File: src/rtl/cache_bank_scheduler_pkg.sv
// Shared constants for the cache bank scheduler: default widths, FIFO depth and router port indices.
package cache_bank_scheduler_pkg;

    localparam int DEF_ADDR_W = 8;
    localparam int DEF_NET_W  = 4;
    localparam int DEF_DATA_W = 16;

    localparam int CACHE_SCHED_QDEPTH = 4;

    typedef enum logic [1:0] {
        PORT_NORTH = 2'd0,
        PORT_SOUTH = 2'd1,
        PORT_EAST  = 2'd2,
        PORT_WEST  = 2'd3
    } portIdx_t;

    // Round-robin scan position; wraps naturally in two bits.
    function automatic logic [1:0] portAdd(input logic [1:0] base, input logic [1:0] offset);
        return base + offset;
    endfunction

endpackage

File: src/rtl/cache_req_fifo.sv
// Single-clock request FIFO; head is read straight from the entry registers, so
// an entry is visible to the scheduler the cycle after it is pushed.
module cache_req_fifo #(
    parameter int WIDTH = 8,
    parameter int DEPTH = 4
) (
    input  logic             clk,
    input  logic             reset,
    input  logic             push,
    input  logic [WIDTH-1:0] pushData,
    input  logic             pop,
    output logic             full,
    output logic             empty,
    output logic [WIDTH-1:0] head
);
    localparam int PW = $clog2(DEPTH);

    logic [WIDTH-1:0] mem [DEPTH];
    logic [PW-1:0]    wrPtr;
    logic [PW-1:0]    rdPtr;
    logic [PW:0]      count;

    always_ff @(posedge clk or negedge reset) begin
        if (!reset) begin
            wrPtr <= '0;
            rdPtr <= '0;
            count <= '0;
        end else begin
            if (push) wrPtr <= wrPtr + 1'b1;
            if (pop)  rdPtr <= rdPtr + 1'b1;
            count <= count + {{PW{1'b0}}, push} - {{PW{1'b0}}, pop};
        end
    end

    always_ff @(posedge clk) begin
        if (push) mem[wrPtr] <= pushData;
    end

    assign head  = mem[rdPtr];
    assign full  = (count == (PW+1)'(DEPTH));
    assign empty = (count == '0);

endmodule

File: src/rtl/cache_bank_scheduler.sv
// Round-robin scheduler sharing one dual-port cache bank between four requester FIFOs.
// Define CACHE_SCHED_STATS_EN to add the stat_issued/stat_conflict/stat_full counters.
module cache_bank_scheduler
    import cache_bank_scheduler_pkg::*;
#(
    parameter int NUM_REQ = 4,
    parameter int ADDR_W  = DEF_ADDR_W,
    parameter int NET_W   = DEF_NET_W,
    parameter int DATA_W  = DEF_DATA_W,
    parameter int QDEPTH  = CACHE_SCHED_QDEPTH
) (
    input  logic                      clk,
    input  logic                      reset,
    input  logic                      sched_en,
    input  logic [NUM_REQ-1:0]        req_valid,
    output logic [NUM_REQ-1:0]        req_ready,
    input  logic [NUM_REQ-1:0]        req_write,
    input  logic [NUM_REQ*ADDR_W-1:0] req_addr,
    input  logic [NUM_REQ*NET_W-1:0]  req_src,
    input  logic [NUM_REQ*DATA_W-1:0] req_wdata,
    output logic [ADDR_W-1:0]         bank_addr_a,
    output logic [DATA_W-1:0]         bank_wdata_a,
    output logic                      bank_we_n_a,
    input  logic [DATA_W-1:0]         bank_rdata_a,
    output logic [ADDR_W-1:0]         bank_addr_b,
    output logic [DATA_W-1:0]         bank_wdata_b,
    output logic                      bank_we_n_b,
    input  logic [DATA_W-1:0]         bank_rdata_b,
    output logic [NUM_REQ-1:0]        rsp_valid,
    output logic [NUM_REQ*NET_W-1:0]  rsp_src,
    output logic [NUM_REQ*DATA_W-1:0] rsp_data
`ifdef CACHE_SCHED_STATS_EN
    ,
    output logic [15:0]               stat_issued,
    output logic [15:0]               stat_conflict,
    output logic [15:0]               stat_full
`endif
);
    localparam int EW = 1 + ADDR_W + NET_W + DATA_W;

    logic [NUM_REQ-1:0] fifoFull, fifoEmpty, fifoPush, fifoPop;
    logic [EW-1:0]      fifoHead  [NUM_REQ];
    logic               headWrite [NUM_REQ];
    logic [ADDR_W-1:0]  headAddr  [NUM_REQ];
    logic [NET_W-1:0]   headSrc   [NUM_REQ];
    logic [DATA_W-1:0]  headWdata [NUM_REQ];

    generate
        for (genvar gi = 0; gi < NUM_REQ; gi++) begin : gReq
            assign fifoPush[gi]  = req_valid[gi] && !fifoFull[gi];
            assign req_ready[gi] = !fifoFull[gi];

            cache_req_fifo #(.WIDTH(EW), .DEPTH(QDEPTH)) uFifo (
                .clk      (clk),
                .reset    (reset),
                .push     (fifoPush[gi]),
                .pushData ({req_write[gi], req_addr[gi*ADDR_W +: ADDR_W],
                            req_src[gi*NET_W +: NET_W], req_wdata[gi*DATA_W +: DATA_W]}),
                .pop      (fifoPop[gi]),
                .full     (fifoFull[gi]),
                .empty    (fifoEmpty[gi]),
                .head     (fifoHead[gi])
            );

            assign {headWrite[gi], headAddr[gi], headSrc[gi], headWdata[gi]} = fifoHead[gi];
        end
    endgenerate

    logic [1:0] rrPtr;
    logic [1:0] firstIdx, secondIdx;
    logic       firstHit, secondHit;
    logic       conflict, issueA, issueB;

    always_comb begin
        logic [1:0] idx;
        idx       = '0;
        firstHit  = 1'b0;
        secondHit = 1'b0;
        firstIdx  = '0;
        secondIdx = '0;
        for (int k = 0; k < 4; k++) begin
            idx = portAdd(rrPtr, 2'(k));
            if (!fifoEmpty[idx]) begin
                if (!firstHit) begin
                    firstHit = 1'b1;
                    firstIdx = idx;
                end else if (!secondHit) begin
                    secondHit = 1'b1;
                    secondIdx = idx;
                end
            end
        end
    end

    // Same-address pairs involving a write are serialised to keep bank ordering intact.
    assign conflict = firstHit && secondHit && (headAddr[firstIdx] == headAddr[secondIdx])
                      && (headWrite[firstIdx] || headWrite[secondIdx]);
    assign issueA   = sched_en && firstHit;
    assign issueB   = sched_en && secondHit && !conflict;

    generate
        for (genvar gi = 0; gi < NUM_REQ; gi++) begin : gPop
            assign fifoPop[gi] = (issueA && firstIdx == 2'(gi)) || (issueB && secondIdx == 2'(gi));
        end
    endgenerate

    logic             tagValidA, tagValidB;
    logic [1:0]       tagPortA, tagPortB;
    logic [NET_W-1:0] tagSrcA, tagSrcB;

    always_ff @(posedge clk or negedge reset) begin
        if (!reset) begin
            rrPtr        <= '0;
            bank_addr_a  <= '0;
            bank_wdata_a <= '0;
            bank_we_n_a  <= 1'b1;
            bank_addr_b  <= '0;
            bank_wdata_b <= '0;
            bank_we_n_b  <= 1'b1;
            tagValidA    <= 1'b0;
            tagValidB    <= 1'b0;
            tagPortA     <= '0;
            tagPortB     <= '0;
            tagSrcA      <= '0;
            tagSrcB      <= '0;
            rsp_valid    <= '0;
            rsp_src      <= '0;
            rsp_data     <= '0;
        end else begin
            if (issueA) rrPtr <= (issueB ? secondIdx : firstIdx) + 2'd1;

            bank_we_n_a <= 1'b1;
            tagValidA   <= issueA && !headWrite[firstIdx];
            if (issueA) begin
                bank_addr_a  <= headAddr[firstIdx];
                bank_wdata_a <= headWdata[firstIdx];
                bank_we_n_a  <= ~headWrite[firstIdx];
                tagPortA     <= firstIdx;
                tagSrcA      <= headSrc[firstIdx];
            end

            bank_we_n_b <= 1'b1;
            tagValidB   <= issueB && !headWrite[secondIdx];
            if (issueB) begin
                bank_addr_b  <= headAddr[secondIdx];
                bank_wdata_b <= headWdata[secondIdx];
                bank_we_n_b  <= ~headWrite[secondIdx];
                tagPortB     <= secondIdx;
                tagSrcB      <= headSrc[secondIdx];
            end

            // Tags always name distinct ports, so both responses can land in one cycle.
            rsp_valid <= '0;
            if (tagValidA) begin
                rsp_valid[tagPortA]                 <= 1'b1;
                rsp_src[tagPortA*NET_W +: NET_W]    <= tagSrcA;
                rsp_data[tagPortA*DATA_W +: DATA_W] <= bank_rdata_a;
            end
            if (tagValidB) begin
                rsp_valid[tagPortB]                 <= 1'b1;
                rsp_src[tagPortB*NET_W +: NET_W]    <= tagSrcB;
                rsp_data[tagPortB*DATA_W +: DATA_W] <= bank_rdata_b;
            end
        end
    end

`ifdef CACHE_SCHED_STATS_EN
    logic [1:0] issuedNow;
    assign issuedNow = {1'b0, issueA} + {1'b0, issueB};

    always_ff @(posedge clk or negedge reset) begin
        if (!reset) begin
            stat_issued   <= '0;
            stat_conflict <= '0;
            stat_full     <= '0;
        end else begin
            if (stat_issued > 16'hFFFF - 16'(issuedNow)) stat_issued <= 16'hFFFF;
            else                                         stat_issued <= stat_issued + 16'(issuedNow);
            if (sched_en && conflict && stat_conflict != 16'hFFFF)
                stat_conflict <= stat_conflict + 16'd1;
            if (|(req_valid & ~req_ready) && stat_full != 16'hFFFF)
                stat_full <= stat_full + 16'd1;
        end
    end
`endif

endmodule

File: config.mk
export PLATFORM = sky130hd
export DESIGN_NAME = cache_bank_scheduler
export DESIGN_NICKNAME = d
export VERILOG_FILES = /design/src/rtl/cache_bank_scheduler_pkg.sv /design/src/rtl/cache_req_fifo.sv /design/src/rtl/cache_bank_scheduler.sv
export SDC_FILE = /design/constraint.sdc
export NUM_CORES = 1
export LEC_CHECK = 0
export BUFFER_PORTS_ARGS = -buffer_cell sky130_fd_sc_hd__buf_2
export CORE_UTILIZATION = 50
export CTS_BUF_LIST = sky130_fd_sc_hd__clkbuf_8
export CTS_CLUSTER_DIAMETER = 50
export DETAILED_ROUTE_END_ITERATION = 10
export HOLD_SLACK_MARGIN = 0.08
export PLACE_DENSITY = 0.7
export SETUP_SLACK_MARGIN = 0.5
export SLEW_MARGIN = 25
export SYNTH_ARGS = -nofsm -noshare
export SYNTH_HDL_FRONTEND = slang
export SYNTH_SLANG_ARGS = --single-unit
File: constraint.sdc
create_clock -name clk -period 10.7 [get_ports clk]
set_clock_uncertainty 0.05 [all_clocks]
set_input_delay 0.535 -clock clk [delete_from_list [all_inputs] [get_ports clk]]
set_output_delay 0.535 -clock clk [all_outputs]
set_load 0.01 [all_outputs]
Word-level counts from Yosys, hierarchy flattened
Memories as Yosys holds them, arrays and structs flattened.
Cells that the tools add are included.

word-level totals
  flip-flop bits (word level) = 178
  RAM bits = 464
  output and inout port bits = 138
  memories = 4
  logic and storage cells = 211

memory list
  memory             words  bits a word  rd ports  clocked after Yosys merged registers in  wr ports  RTL line              RTL
  gReq[0].uFifo.mem  4      29           1         0                                        1         cache_req_fifo.sv:18  logic [WIDTH-1:0] mem [DEPTH];
  gReq[1].uFifo.mem  4      29           1         0                                        1         cache_req_fifo.sv:18
  gReq[2].uFifo.mem  4      29           1         0                                        1         cache_req_fifo.sv:18
  gReq[3].uFifo.mem  4      29           1         0                                        1         cache_req_fifo.sv:18

cells by class
  multiplexer cells = 81
  magnitude comparators = 10
  reductions and logical operators = 40
  add/subtract/negate cells = 24
  bitwise gates (word level) = 5
  eq/ne operators = 11
  shift-type cells = 8

operators by type and width
  cell                                                    number
  bitwise mux 64 bit                                      2
  two-way mux 64 bit                                      2
  variable shift 16 x 34 -> 64 bit, first input constant  2
  variable part select 16 x 34 -> 64 bit                  2
  two-way mux 16 bit                                      6
  negator 4 -> 34 bit                                     2
  negator 6 -> 34 bit                                     2
  variable shift 4 x 34 -> 16 bit, first input constant   2
  variable part select 4 x 34 -> 16 bit                   2
  binary-select mux 16 bit (select 2 bit)                 2
  binary-select mux 8 bit (select 2 bit)                  2
  bitwise mux 16 bit                                      2
  two-way mux 2 bit                                       16
  two-way mux 8 bit                                       4
  two-way mux 1 bit                                       29
  two-way mux 4 bit                                       6
  logical AND 1 bit                                       22
  adder 2 x 1 -> 2 bit, second input constant             10
  < comparator 2 x 3 -> 1 bit, second input constant      6
  binary-select mux 4 bit (select 2 bit)                  2
  adder 3 x 1 -> 3 bit                                    4
  binary-select mux 1 bit (select 2 bit)                  6
  equality test 3 bit, second input constant              4
  logical NOT 3 bit                                       4
  14 further kinds                                        38

Logic depth before layout (Yosys ltp)
  depth in word-level cells = 23
  depth in mapped cells = 23
  depth with buffers taken out = 19

Modules after synthesis
A second synthesis with hierarchy kept.

second synthesis, totals
  cells, all modules = 1716
  area, all modules = 27143.5 um2

by module, submodules not included
  module                               cells each  instances  area an instance (um2)  sequential area each (um2)
  cache_req_fifo at gReq[0].uFifo ...  185         3          4573.1                  3658.5
  cache_bank_scheduler                 976         1          8849.7                  3756.1
  cache_req_fifo at gReq[3].uFifo      185         1          4574.4                  3658.5

Worst setup path after synthesis
OpenSTA, ideal clock, no wires.

  path type = register to register
  start point = reg gReq[2].uFifo.count[2]
  end point = reg gReq[3].uFifo.count[2]
  cell stages (with the launch flop) = 23
  slack = 5.686 ns
  required time = 10.524 ns
  arrival = 4.838 ns
  buffers on the path = 3
  path through = dfrtp_1 -> or3_1 -> clkbuf_1 -> buf_2 -> mux4_2 -> ha_1 -> mux2i_1 -> o21ai_1 -> a21oi_1 -> clkbuf_1 -> o211ai_1 -> and4_1 -> xnor2_1 -> nor4_4 -> o21ai_0 -> or2_1 -> ha_1 -> inv_1 -> ha_1 -> inv_1 -> fa_1 -> xnor2_1 -> xnor2_1

between the ends
  word-level cells in the longest chain between the ends = 23
  elaborated cells on any way between the ends = 62

RTL lines
  item                                                    RTL line                                                RTL
  from (decl)                                             cache_req_fifo.sv:21                                    logic [PW:0] count;
  from (signal assigned)                                  cache_req_fifo.sv:31                                    count <= count + {{PW{1'b0}}, push} - {{PW{1'b0}}, pop};
  logical NOT 3 bit (*)                                   cache_req_fifo.sv:41                                    assign empty = (count == '0);
  binary-select mux 1 bit (select 2 bit)                  cache_bank_scheduler.sv:83                              if (!fifoEmpty[idx]) begin
  two-way mux 1 bit (not written as such)                 cache_bank_scheduler.sv:83
  two-way mux 2 bit or two-way mux 1 bit (tied branches)  cache_bank_scheduler.sv:84, cache_bank_scheduler.sv:83
  two-way mux 2 bit or two-way mux 1 bit (tied branches)  cache_bank_scheduler.sv:83
  two-way mux 2 bit                                       cache_bank_scheduler.sv:87                              end else if (!secondHit) begin
  two-way mux 2 bit                                       cache_bank_scheduler.sv:84                              if (!firstHit) begin
  two-way mux 2 bit                                       cache_bank_scheduler.sv:83
  [... 7 more ...]                                        --
  equality test 8 bit                                     cache_bank_scheduler.sv:96                              assign conflict = firstHit && secondHit && (headAddr[firstIdx] == headAddr[secondIdx])
  logical AND 1 bit                                       cache_bank_scheduler.sv:96
  logical AND 1 bit                                       cache_bank_scheduler.sv:97                              && (headWrite[firstIdx] || headWrite[secondIdx]);
  logical NOT 1 bit                                       cache_bank_scheduler.sv:99                              assign issueB = sched_en && secondHit && !conflict;
  logical AND 1 bit                                       cache_bank_scheduler.sv:99
  logical AND 1 bit                                       cache_bank_scheduler.sv:103                             assign fifoPop[gi] = (issueA && firstIdx == 2'(gi)) || (issueB && secondIdx == 2'(gi));
  logical OR 1 bit (*)                                    cache_bank_scheduler.sv:103
  subtractor 3 x 1 -> 3 bit (*)                           cache_req_fifo.sv:31
  to (signal assigned)                                    cache_req_fifo.sv:31
  to (decl)                                               cache_req_fifo.sv:21

Mark *: on every way between the ends. The rest lies on a longest branch, timed or not. The select of a mux whose other input is x is not followed.
A chain may end at the register's enable or synchronous reset.

Worst setup path in the final report
  start point = reg gReq[1].uFifo.count[2]
  end point = reg gReq[0].uFifo.count[2]

between the ends
  word-level cells in the longest chain between the ends = 23
  elaborated cells on any way between the ends = 62

RTL lines
  item                                                    RTL line                                                RTL
  from (decl)                                             cache_req_fifo.sv:21
  from (signal assigned)                                  cache_req_fifo.sv:31
  logical NOT 3 bit (*)                                   cache_req_fifo.sv:41
  binary-select mux 1 bit (select 2 bit)                  cache_bank_scheduler.sv:83
  two-way mux 1 bit (not written as such)                 cache_bank_scheduler.sv:83
  two-way mux 2 bit or two-way mux 1 bit (tied branches)  cache_bank_scheduler.sv:84, cache_bank_scheduler.sv:83
  two-way mux 2 bit or two-way mux 1 bit (tied branches)  cache_bank_scheduler.sv:83
  two-way mux 2 bit                                       cache_bank_scheduler.sv:87
  two-way mux 2 bit                                       cache_bank_scheduler.sv:84
  two-way mux 2 bit                                       cache_bank_scheduler.sv:83
  [... 8 more ...]                                        --
  logical AND 1 bit                                       cache_bank_scheduler.sv:96
  logical AND 1 bit                                       cache_bank_scheduler.sv:97
  logical NOT 1 bit                                       cache_bank_scheduler.sv:99
  logical AND 1 bit                                       cache_bank_scheduler.sv:99
  logical AND 1 bit                                       cache_bank_scheduler.sv:103
  logical OR 1 bit (*)                                    cache_bank_scheduler.sv:103
  net gReq[0].uFifo.pop                                   cache_req_fifo.sv:11                                    input logic pop,
  subtractor 3 x 1 -> 3 bit (*)                           cache_req_fifo.sv:31
  to (signal assigned)                                    cache_req_fifo.sv:31
  to (decl)                                               cache_req_fifo.sv:21

Mark *: on every way through the listed nets, which the timed path passes. The rest lies on a longest branch. The select of a mux whose other input is x is not followed.

==> results.txt <==
CTS tree = built
P_int = 6.25 mW
Synth area leaders = edfxtp_1 (51%), dfrtp_1 (16%), mux4_2 (9.8%)
Tot Pwr = 10.4 mW
worst hold start = bank_rdata_a[15]
Top Ports = 293
Worst-Skew Late Latency = 0.73 ns
Slew Limit Fails = 0
fillers = 4,090
die area = 55,400 µm²
sw frac = 40.0%
Max Cap Viol = 0
largest net degree at the start of global routing = 116
sequential area share after synthesis = 67.6%
total net switching power = 4.16 mW
Post-Synth Simple-Gate Area = 7.16%
Core Footprint = 53,800 µm²
area share of the largest cell type after synthesis = 51.2%
Final setup viols = 0
DR DRC count = 0
DRT iter0 DRCs = 1,488
drt total wl = 71,200 µm
R2R depth = 19
vias in the first global route = 17,877
final setup TNS = 0 ns
Die Y = 235 µm
multi-input logic area = 8260 µm²
FFs w/ async S/R, synth = 27.7%
WL per Instance = 23.7 µm
Worst slew margin = 30.1%
Rows = 85
crit path kind = register to register
initial antenna violation count = 3
Min-Delay Path Class = input port to register
Placer Congestion = 0.896
Critical Path Start = gReq[1].uFifo.count[2]
clock group share of total power = 19.5%
R2R setup slack = 5.00 ns
Reg area = 18,400 µm²
syn nets = 1,982
Total GRT Usage = 25.7%
Worst Hold Depth = 3
clk root buf = clkbuf_8
Area Growth Syn to Fin = 20.3%
WP data arrival = 6.25 ns
Antenna Nets Post-Route = 0
via count = 17,592
H-Tree Depth = 3
number of flops mapped to enable cells by yosys = 464
Final #Nets = 2,427
Hold WS = 0.142 ns
RR Endpoint = gReq[0].uFifo.count[2]
total CTS buffers = 101
startpoint types = register
unrepaired setup endpoints after global routing = false
Post-Syn Area = 27,200 µm²
Synth area leader = edfxtp_1
Post-CTS Setup Bufs = 0
register bit total from synthesis = 642
final worst path period share = 53.3%
Post-Synthesis Cells = 1,784
Comb pwr share = 44.5%
Clock Path Buffers = 3
Data required, critical path = 11.24 ns
worst-path fanout max = 28
sequential power share = 36.1%
share of layout cells above drive strength 1 = 26.5%
Peak VDD IR = 225 µV
PD cells = 318 nW/µm²
syn avg cell area = 15.3 µm²
mux share of post-synthesis cell area = 10.9%
Hold EP = rsp_data[63]
clock sink count = 642
Final Hold Vio Count = 0
Post-Synth XOR/XNOR Area = 0.869%
Leak Pwr = 12.8 nW
Die Width = 235 µm
post-layout min period = 5.70 ns
# port buffers = 292
Synth Area in Adders = 2.09%
Top FF cell, synth = edfxtp_1
RR Startpoint = gReq[1].uFifo.count[2]
Starting Density = 50.6%
yosys warns = 0
fmax = 175 MHz
Via density = 5.85
clk slew on worst S/H paths = 0.07 ns
Detailed Routing Iterations Pass 1 = 5
Post-DP HPWL = 46,700 µm
Compound-Gate Fraction of Synth Area = 9.08%
Worst setup EP type = register
Overflow after GRT = 0
Least-Margin Pin Slew = 1.05 ns
first-pass GRT wire length = 108,000 µm
outcome = complete, no violations
distinct cell type count after synthesis = 62
largest family of logic cells by synthesized area = multiplexers
[layer usage]
metal  wire, µm  global-route usage, %  up-vias
met5          0                      0        -
met4       2360                   10.3        0
met3       4920                   4.82      128
met2      36100                   43.9      735
met1      27800                   32.6     8915
li1           -                      -     7814
[cell usage in the layout (no fill, tap or decap), drive strengths merged, types with 28 or more instances in the layout]
cell type and instances:
edfxtp 464, buf 321, nand2 256, dfrtp 176
dlygate4sd3 140, o21ai 121, mux4 118, clkbuf 112
a22oi 83, inv 81, a311oi 44, a21o 43
and3 41, ha 39, nand3 34, and2 31
mux2i 28
[worst max-delay path, stage by stage, from the launching register on]
cell       delay, ns
dfrtp_1         0.43
or3_1           0.64
mux4_2          0.55
ha_1            0.27
o211ai_1        0.13
a22o_1          0.20
and2_1          0.49
nor2_4          0.27
a311oi_1        0.42
xnor2_1         0.16
a2111oi_4       0.36
a21oi_1         0.15
or2_1           0.29
ha_1            0.29
inv_1           0.06
ha_1            0.12
inv_1           0.04
fa_1            0.38
xnor2_1         0.15
xnor2_1         0.13
[synth_stat cells (all sizes together), types with 5 or more instances]
cell type  number
a211oi         23
a21o           43
a21oi          17
a22oi          83
a311oi         44
and2           31
and3           41
and4            5
buf            32
clkbuf         88
dfrtp         176
edfxtp        464
ha             39
inv            30
mux2i          28
mux4          118
nand2         256
nand3          34
nand4           5
nor2           13
nor3            9
nor4b           5
o211ai          9
o21ai         121
xnor2          21
xor2            6
[logic make-up after synthesis]
kind of cell,Yosys count
DFF,642
and+or+nand+nor,415
AOI/OAI and AO/OA,358
buffers and inverters,150
muxes,149
adders and majority gates,43
xor gates and xnor gates,27
[metrics by stage]
stage	setup WS, ns	util [%]	std cells	cell area [µm²]
floorplan	5.69	-	1784	27200
CTS	4.76	60.8	3004	32700
detailed placement	4.83	54.5	2681	29300
finish	5.00	60.8	3009	32700
global route	4.66	60.8	3008	32700
global placement	4.95	54.5	2681	29300
[worst max path at each step]
stage / slack (ns) / cells past startpoint / endpoint
floorplan: 5.69 / 22 / gReq[3].uFifo.count[2]
global placement: 4.95 / 19 / gReq[3].uFifo.count[2]
detailed placement: 4.83 / 19 / gReq[3].uFifo.count[2]
CTS: 4.76 / 19 / gReq[3].uFifo.count[2]
global route: 4.66 / 19 / gReq[0].uFifo.count[2]
finish: 5.00 / 19 / gReq[0].uFifo.count[2]
[power by group through the flow]
stage,clock [mW],combinational [mW],sequential (mW)
after floorplan,0,3.10,3.74
after global placement,0,4.46,3.75
after detailed placement,0,4.56,3.79
after CTS,2.07,4.63,3.75
after global routing,2.17,5.01,3.81
final,2.03,4.63,3.75
[registers in the layout (all words and copies together), names as in the netlist, 2 cells and up]
register and flops:
gReq.uFifo.mem 464, rrPtr 2, gReq.uFifo.count 12, rsp_data 64
gReq.uFifo.rdPtr 8, tagSrcB 4, tagPortB 2, bank_wdata_b 16
bank_addr_b 8, bank_wdata_a 16, gReq.uFifo.wrPtr 8, rsp_valid 4
tagSrcA 4, tagPortA 2, rsp_src 16, bank_addr_a 8
[what timing repair did]
item,in CTS,in global routing
gates resized for setup,0,0
endpoints found under the hold margin,640,0
hold buffers,140,0
[area by class of cell]
class,instances,share of cell area [%]
clock inverter,72,1.40
multi-input combinational,992,25.2
sequential,642,56.2
tap,696,2.66
antenna,4,0.0306
inverter,30,0.344
timing repair buffer,462,9.48
clock buffer,111,4.67
Power figures use the tool's default switching activity.
